`src/rtl/if_fetch_unit_if.sv`:
```
// Instruction-memory read bus between the fetch unit (master) and memory (slave).
// One request in flight; read data returns with rvalid at least a cycle later.
interface if_fetch_unit_if;
  logic        imem_req;
  logic [31:0] imem_addr;
  logic        imem_rvalid;
  logic [31:0] imem_rdata;

  modport master (output imem_req, imem_addr, input imem_rvalid, imem_rdata);
  modport slave  (input imem_req, imem_addr, output imem_rvalid, imem_rdata);
endinterface

```
`src/rtl/if_fetch_unit.sv`:
```
// Instruction-fetch stage: owns the PC, issues one imem read per PC and holds the
// returned instruction in the IF/ID register; flushes on redirect.
module if_fetch_unit #(
  parameter logic [31:0] RESET_PC  = 32'h0000_0000,
  parameter logic [31:0] NOP_INSTR = 32'h0000_0013
) (
  input  logic                   clk,
  input  logic                   rstn,
  output logic [31:0]            pc,
  input  logic [31:0]            npc,
  input  logic                   redirect,
  input  logic                   stall,
  if_fetch_unit_if.master        mem,
  output logic                   if_valid,
  output logic [31:0]            if_pc,
  output logic [31:0]            if_instr
);

  localparam logic [1:0] FETCH = 2'd0;
  localparam logic [1:0] WAIT  = 2'd1;
  localparam logic [1:0] HOLD  = 2'd2;
  localparam logic [1:0] KILL  = 2'd3;

  logic [1:0]  state, state_nxt;
  logic [31:0] hold_instr;
  logic [31:0] load_instr;
  logic        out_free, load, hold_wr;

  // Request is decoded from state; masked during reset so nothing is issued.
  assign mem.imem_req  = (state == FETCH) && rstn;
  assign mem.imem_addr = pc;

  always_comb begin
    out_free   = !if_valid || !stall;
    load       = 1'b0;
    hold_wr    = 1'b0;
    load_instr = hold_instr;
    state_nxt  = state;
    if (redirect) begin
      // A request already issued to the old PC must have its response discarded.
      case (state)
        FETCH:   state_nxt = KILL;
        WAIT:    state_nxt = mem.imem_rvalid ? FETCH : KILL;
        HOLD:    state_nxt = FETCH;
        default: state_nxt = mem.imem_rvalid ? FETCH : KILL;
      endcase
    end else begin
      case (state)
        FETCH: state_nxt = WAIT;
        WAIT: if (mem.imem_rvalid) begin
          if (out_free) begin
            load       = 1'b1;
            load_instr = mem.imem_rdata;
            state_nxt  = FETCH;
          end else begin
            hold_wr   = 1'b1;
            state_nxt = HOLD;
          end
        end
        HOLD: if (out_free) begin
          load      = 1'b1;
          state_nxt = FETCH;
        end
        default: if (mem.imem_rvalid) state_nxt = FETCH;
      endcase
    end
  end

  always_ff @(posedge clk or negedge rstn) begin
    if (!rstn) begin
      state      <= FETCH;
      pc         <= RESET_PC;
      if_valid   <= 1'b0;
      if_pc      <= 32'h0;
      if_instr   <= NOP_INSTR;
      hold_instr <= 32'h0;
    end else begin
      state <= state_nxt;
      if (hold_wr) hold_instr <= mem.imem_rdata;
      if (redirect) begin
        pc       <= npc;
        if_valid <= 1'b0;
      end else if (load) begin
        pc       <= npc;
        if_valid <= 1'b1;
        if_pc    <= pc;
        if_instr <= load_instr;
      end else if (if_valid && !stall) begin
        if_valid <= 1'b0;
      end
    end
  end

endmodule

```
`src/flat_wrapper.sv`:
```
// flat-port wrapper written by rule: the top's interface ports become plain ports
module if_fetch_unit_flat 
#(
  parameter logic [31:0] RESET_PC  = 32'h0000_0000,
  parameter logic [31:0] NOP_INSTR = 32'h0000_0013
)
  (clk, rstn, pc, npc, redirect, stall, if_valid, if_pc, if_instr, mem_imem_req, mem_imem_addr, mem_imem_rvalid, mem_imem_rdata);
  if_fetch_unit_if mem_i ();
  input  logic clk;
  input  logic rstn;
  output logic [31:0] pc;
  input  logic [31:0] npc;
  input  logic redirect;
  input  logic stall;
  output logic if_valid;
  output logic [31:0] if_pc;
  output logic [31:0] if_instr;
  output wire logic [$bits(mem_i.imem_req)-1:0] mem_imem_req;
  output wire logic [$bits(mem_i.imem_addr)-1:0] mem_imem_addr;
  input wire logic [$bits(mem_i.imem_rvalid)-1:0] mem_imem_rvalid;
  input wire logic [$bits(mem_i.imem_rdata)-1:0] mem_imem_rdata;
  assign mem_imem_req = mem_i.imem_req;
  assign mem_imem_addr = mem_i.imem_addr;
  assign mem_i.imem_rvalid = mem_imem_rvalid;
  assign mem_i.imem_rdata = mem_imem_rdata;
  if_fetch_unit #(.RESET_PC(RESET_PC), .NOP_INSTR(NOP_INSTR)) u_core (.clk(clk), .rstn(rstn), .pc(pc), .npc(npc), .redirect(redirect), .stall(stall), .mem(mem_i), .if_valid(if_valid), .if_pc(if_pc), .if_instr(if_instr));
endmodule
```
`config.mk`:
```
export PLATFORM = sky130hd
export DESIGN_NAME = if_fetch_unit_flat
export DESIGN_NICKNAME = d
export VERILOG_FILES = /design/src/rtl/if_fetch_unit_if.sv /design/src/rtl/if_fetch_unit.sv /design/src/flat_wrapper.sv
export SDC_FILE = /design/constraint.sdc
export NUM_CORES = 1
export LEC_CHECK = 0
export CAP_MARGIN = 20
export CORE_UTILIZATION = 40
export CTS_CLUSTER_DIAMETER = 200
export DETAILED_ROUTE_END_ITERATION = 6
export PLACE_DENSITY = 0.73
export SETUP_SLACK_MARGIN = 0.05
export SLEW_MARGIN = 20
export SYNTH_ARGS = -nofsm -noshare
export SYNTH_HDL_FRONTEND = slang
export SYNTH_SLANG_ARGS = --single-unit
```
`constraint.sdc`:
```
create_clock -name clk -period 1.9 [get_ports clk]
set_input_delay 0.38 -clock clk [delete_from_list [all_inputs] [get_ports clk]]
set_output_delay 0.38 -clock clk [all_outputs]
set_load 0.01 [all_outputs]
```
# ---- Yosys cells after proc, flatten, opt, wreduce, memory -nomap -nowiden
# Cells that the tools add are included.
dict set report classes {
  bitwise 1
  eq_ne 4
  reduce_logical 11
  mux 24
}
# cell n
set ops {}
lappend ops {{$mux 32} 5}
lappend ops {{$mux 2} 6}
lappend ops {{$mux 1} 10}
lappend ops {{$pmux 2 s3} 1}
lappend ops {{$pmux 2 s2} 1}
lappend ops {{$reduce_bool 4->1} 1}
lappend ops {{$ne 3x2->1 const B} 1}
lappend ops {{$ne 3x3->1 const B} 1}
lappend ops {{$reduce_and 3->1} 1}
lappend ops {{$reduce_bool 3->1} 1}
lappend ops {{$eq 2x1->1 const B} 1}
lappend ops {{$eq 2x2->1 const B} 1}
lappend ops {{$logic_and 1x1->1} 2}
lappend ops {{$logic_not 1->1} 2}
lappend ops {{$logic_not 2->1} 1}
lappend ops {{$pmux 1 s2} 1}
lappend ops {{$reduce_and 2->1} 1}
lappend ops {{$reduce_bool 2->1} 1}
lappend ops {{$logic_or 1x1->1} 1}
lappend ops {{$not 1->1} 1}
dict set report word_totals {
  ff_bits 131
  wordCells 46
  in_bits 69
  out_inout_bits 130
}

# ---- Longest topological paths before layout
# Gate-level depths: netlist of run 1.
dict set report depth {
  word_depth 8
  ltp_mapped 9
}

# ---- Worst setup path after synthesis of run 1
# Ideal clock, no wire load.
dict set report synth_path {
  path_kind {flip-flop to flip-flop}
  start {register u_core.state[1]}
  end {register u_core.if_pc[10]}
  setup_slack_ns 0.014
  t_arrival_ns 1.761
  path_stages_with_launch 8
  t_required_ns 1.775
  period_less_slack_ns 1.886
  path_cell_list {dfrtp_1 inv_1 ha_1 clkbuf_1 and3_1 buf_6 buf_6 mux2_4}
}
dict set report synth_between {
  elab_chain_len 4
  elab_cells_between_ends 5
}
# item line
set synth_rtl {}
lappend synth_rtl {{start: declaration} if_fetch_unit.sv:24} ;# logic [1:0] state, state_nxt;
lappend synth_rtl {{start signal: assignment} if_fetch_unit.sv:78} ;# state <= state_nxt;
lappend synth_rtl {{$eq 2x2->1 / $eq 2x1->1 (equally long branches)} if_fetch_unit.sv:48} ;# case (state)
lappend synth_rtl {{$pmux 1 s2 *} if_fetch_unit.sv:48}
lappend synth_rtl {{$mux 1 *} if_fetch_unit.sv:39} ;# if (redirect) begin
lappend synth_rtl {{$reduce_and 2->1 (no source line) *} n/a}
lappend synth_rtl {{end signal: assignment} if_fetch_unit.sv:86} ;# if_pc <= pc;
lappend synth_rtl {{end: declaration} if_fetch_unit.sv:15} ;# output logic [31:0] if_pc,
# Every way passes the cells marked *; elsewhere a longest branch is shown, timed or not.
# A chain may end at the register's enable or synchronous reset.

# ---- Worst setup path in the final report of run 1
dict set report layout_path {
  start {register u_core.state[0]}
  end {register u_core.state[0]}
}
dict set report layout_between {
  elab_chain_len 3
  elab_cells_between_ends 10
}
# item line
set layout_rtl {}
lappend layout_rtl {{$eq 2x2->1, or another cell as far along} {if_fetch_unit.sv:41, if_fetch_unit.sv:48}}
lappend layout_rtl {{$ne 3x2->1 (no source line), or another cell as far along} n/a}
lappend layout_rtl {{$reduce_and 3->1 (no source line) / $mux 2 (equally long branches)} n/a}
# Several ways; a longest one is shown, not always the timed one.

==> reports/qor.log, run 1 <==
qor: detailed_routing.drt_iter0_drc 227
qor: timing.worst_pin_slew 724 ps
qor: global_routing.grt_max_degree 132
qor: worst_setup_path.timing.critical_path.slowest_cell_delay 560 ps
qor: detailed_routing.drtPass1Iterations 6
qor: final_layout.n_antenna_cell 0
qor: worst_setup_path.cp-start-kind register
qor: cts.hold_fix_buffers_cts 0
qor: detailed_routing.antenna_violating_nets_post_route 0
qor: cts.worst_skew_pair.late_latency 410 ps
qor: worst_setup_path.timing.critical_path.arrival 2100 ps
qor: global_routing.grt_most_used_layer met2
qor: timing.maxSlewViolCount 0
qor: synthesis.synth.area.top_cells dfrtp_1, mux2_1, a31oi_1, mux2_4, buf_4
qor: min_path.kind_of_path_behind_the_tightest_hold_check primary input to asynchronous set/reset pin
qor: global_routing.use_met3 7.84%
qor: detailed_routing.dr_total_vias 4505
qor: flow_run.drv_cap 0
qor: final_layout.design_area 0.00855 mm²
qor: synthesis.synth_nets 531
qor: synthesis.summed_instance_area_of_the_synthesized_netlist 0.00586 mm²
qor: timing.worst_slew_margin_rel 51.7%
qor: global_routing.grt_util_all_layers 21.9%
qor: place.post-dp-hpwl 10600 µm
qor: timing.finalSetupViolCount 0
qor: place.dp_worst_setup_slack -190 ps
qor: global_routing.grtUsageMet2 36.1%
qor: place.routabilityCongestion 0.832
qor: cts.clk_transition_reported_paths 50 ps
qor: status.status finished, final reports clean
qor: final_layout.mostFrequentLayoutCells clkdlybuf4s50_1, dfrtp_1, mux2_1, a31oi_1, nand3_1
qor: final_layout.areaGrowthSynthToFinish 45.8%
qor: cts.clockRootBuffer clkbuf_16
qor: worst_setup_path.worst_setup_path_end_kind register
qor: synthesis.synth_cell_type_count 29
qor: power_and_ir_drop.powerDensity 1530 mW/mm²
qor: worst_setup_path.critical_path_class register to register
qor: die.die_w 123 µm
qor: die.die-height 123 µm
qor: power_and_ir_drop.vdd_ir_max 0.700 mV
qor: detailed_routing.drc 0
qor: place.input_output_buffers 198
qor: timing.clk_skew 9.88 ps
qor: detailed_routing.number_of_vias_per_cell 5.45
qor: global_routing.initial_antenna_violation_count 0
qor: die.core_area 0.0141 mm²
qor: timing.peak_clock_frequency_supported_by_timing 0.544 GHz
qor: timing.setup_total_negative_slack 0 ps
qor: cts.cts_buffer_depth 2
qor: synthesis.yosys_warnings 0
qor: power_and_ir_drop.power.leakage 3.62 nW
qor: synthesis.ys_seq_area_share 56.0%
qor: worst_setup_path.worst_r2r_startpoint u_core.state[0]
qor: global_routing.grt_first_pass_wirelength 24800 µm
qor: synthesis.synth.largest_area_cell dfrtp_1
qor: global_routing.grt_pass1_vias 4571
qor: die.floorplan.rows 43
qor: worst_setup_path.worst-path-max-fanout 5
qor: cts.cts_max_level 4
qor: synthesis.netlist_instances 458
qor: power_and_ir_drop.total_power_draw 13.1 mW
qor: worst_setup_path.timing.rr.end u_core.state[0]
qor: timing.period_share 96.7%
qor: die.die_area 0.0151 mm²
qor: final_layout.layout_commonest_cell clkdlybuf4s50_1
qor: place.placement.cell_area 0.00794 mm²
qor: die.initial_utilization 41.6%
qor: global_routing.grt_remaining_overflow 0
qor: detailed_routing.wire_length_after_detailed_routing 16000 µm
qor: worst_setup_path.r2r_setup_slack 60 ps
qor: worst_setup_path.cpMaxStageDelayCell a2111oi_0
qor: worst_setup_path.reg2reg_depth 6
qor: synthesis.synth_seq_cells 131
qor: cts.tritoncts.num_buffers 17
qor: cts.clock_sinks 131
qor: global_routing.grtUsageMet1 26.6%
qor: cts.tritoncts built
qor: worst_setup_path.worstPathCellList inv_2, ha_1, buf_4, and3_1, a2111oi_0, nor3_1
qor: timing.finalWorstPathRequiredPeriod 1840 ps
qor: die.floorplan.io_pins 199
qor: final_layout.drive_gt1_share 14.5%
qor: timing.final.setup.worst_slack 62.9 ps
qor: timing.grt_setup_unrepaired true
qor: detailed_routing.average_routed_wire_per_standard_cell 19.3 µm
qor: final_layout.design.final.nets 707
qor: timing.final_hold_viol_count 0
qor: synthesis.post_synth.cell_area_avg 12.8 µm²
qor: synthesis.yosys.area.top_type_share 54.6%
qor: worst_setup_path.worstPathRequired 2160 ps
==> kinds of logic (layout without fill, tap and decap cells) <==
| family | Yosys count | in the layout | share of synthesized area [%] |
|---|---|---|---|
| compound gates | 105 | 105 | 10.9 |
| fa+ha+maj | 4 | 4 | 0.854 |
| buf+inv | 73 | 262 | 7.90 |
| flops | 131 | 131 | 56.0 |
| mux | 96 | 96 | 20.0 |
| simple gates | 49 | 49 | 4.31 |
==> power by group <==
part           switching [mW]  internal, mW  total, mW
Sequential              0.785          3.93       4.71
Combinational            2.24          3.14       5.38
Clock                    1.13          1.89       3.02
Total                    4.16          8.95       13.1
==> how the worst max path moves through the flow <==
stage | from | endpoint | slack [ps]
final | u_core.state[0] | u_core.state[0] | 60
after global placement | redirect | u_core.hold_instr[6] | -170
after global routing | u_core.state[0] | u_core.state[0] | -110
after detailed placement | redirect | u_core.hold_instr[7] | -190
after floorplan | u_core.state[0] | u_core.if_pc[10] | 60
after CTS | u_core.state[0] | mem_imem_req | 10
==> registers in the layout, summed over array words and instances, names as in the netlist <==
name / flops
u_core.hold_instr: 32
u_core.if_instr: 32
u_core.if_pc: 32
u_core.if_valid: 1
u_core.mem.imem_addr: 32
u_core.state: 2
==> Yosys cell counts (all sizes together) <==
master,number
a2111oi,1
a21o,1
a21oi,2
a31oi,67
and2,3
and3,3
buf,47
clkbuf,23
dfrtp,128
dfstp,3
ha,4
inv,3
mux2,96
nand2,2
nand2b,1
nand3,33
nor2,4
nor3,2
o21ai,32
o21bai,1
o2bb2ai,1
or3,1
==> through the flow <==
stage	std cells	hold slack [ps]	utilization, %
final	827	49.8	60.7
after global routing	827	143	60.7
after CTS	823	120	60.2
after detailed placement	791	469	56.3
after global placement	791	460	56.3
after floorplan	458	84.4	-
==> metal layers <==
metal | vias up | routed length [µm]
met1 | 2277 | 6560
met2 | 219 | 7860
met3 | 14 | 1390
met4 | 0 | 170
li1 | 1995 | -
met5 | - | 0
==> what timing repair did <==
action | 4_1_cts | 5_1_grt
pin swaps | 0 | 1
setup buffers | 0 | 3
setup endpoints to repair | 53 | 108
gates cloned | 0 | 1
gates resized for setup | 8 | 7
==> area by class of cell <==
class                      instances  area [µm²]
timing repair buffer             227        2340
clock inverter                     6        55.1
multi-input combinational        254        2140
fill                            1078        5550
tap                              180         225
inverter                           3        11.3
sequential                       131        3280
clock buffer                      26         489
==> critical path: cells and delay by family, from the launching register on <==
family	cells	cell delay, ps
compound gates	1	560
fa+ha+maj	1	210
buf+inv	2	220
flops	1	400
simple gates	2	300
Note: power is estimated with default switching activity, not from simulation.
==> run 2, diff against run 1 <==
HOLD_SLACK_MARGIN = 0.03   (was unset)
==> results of run 2 <==
Final layout, timing and power as in run 1 (identical DEF).
==> run 3, diff against run 2 <==
ABC_CLOCK_PERIOD_IN_PS = 1900   (was unset)
==> results of run 3 <==
Final layout, timing and power as in run 1 (identical DEF).
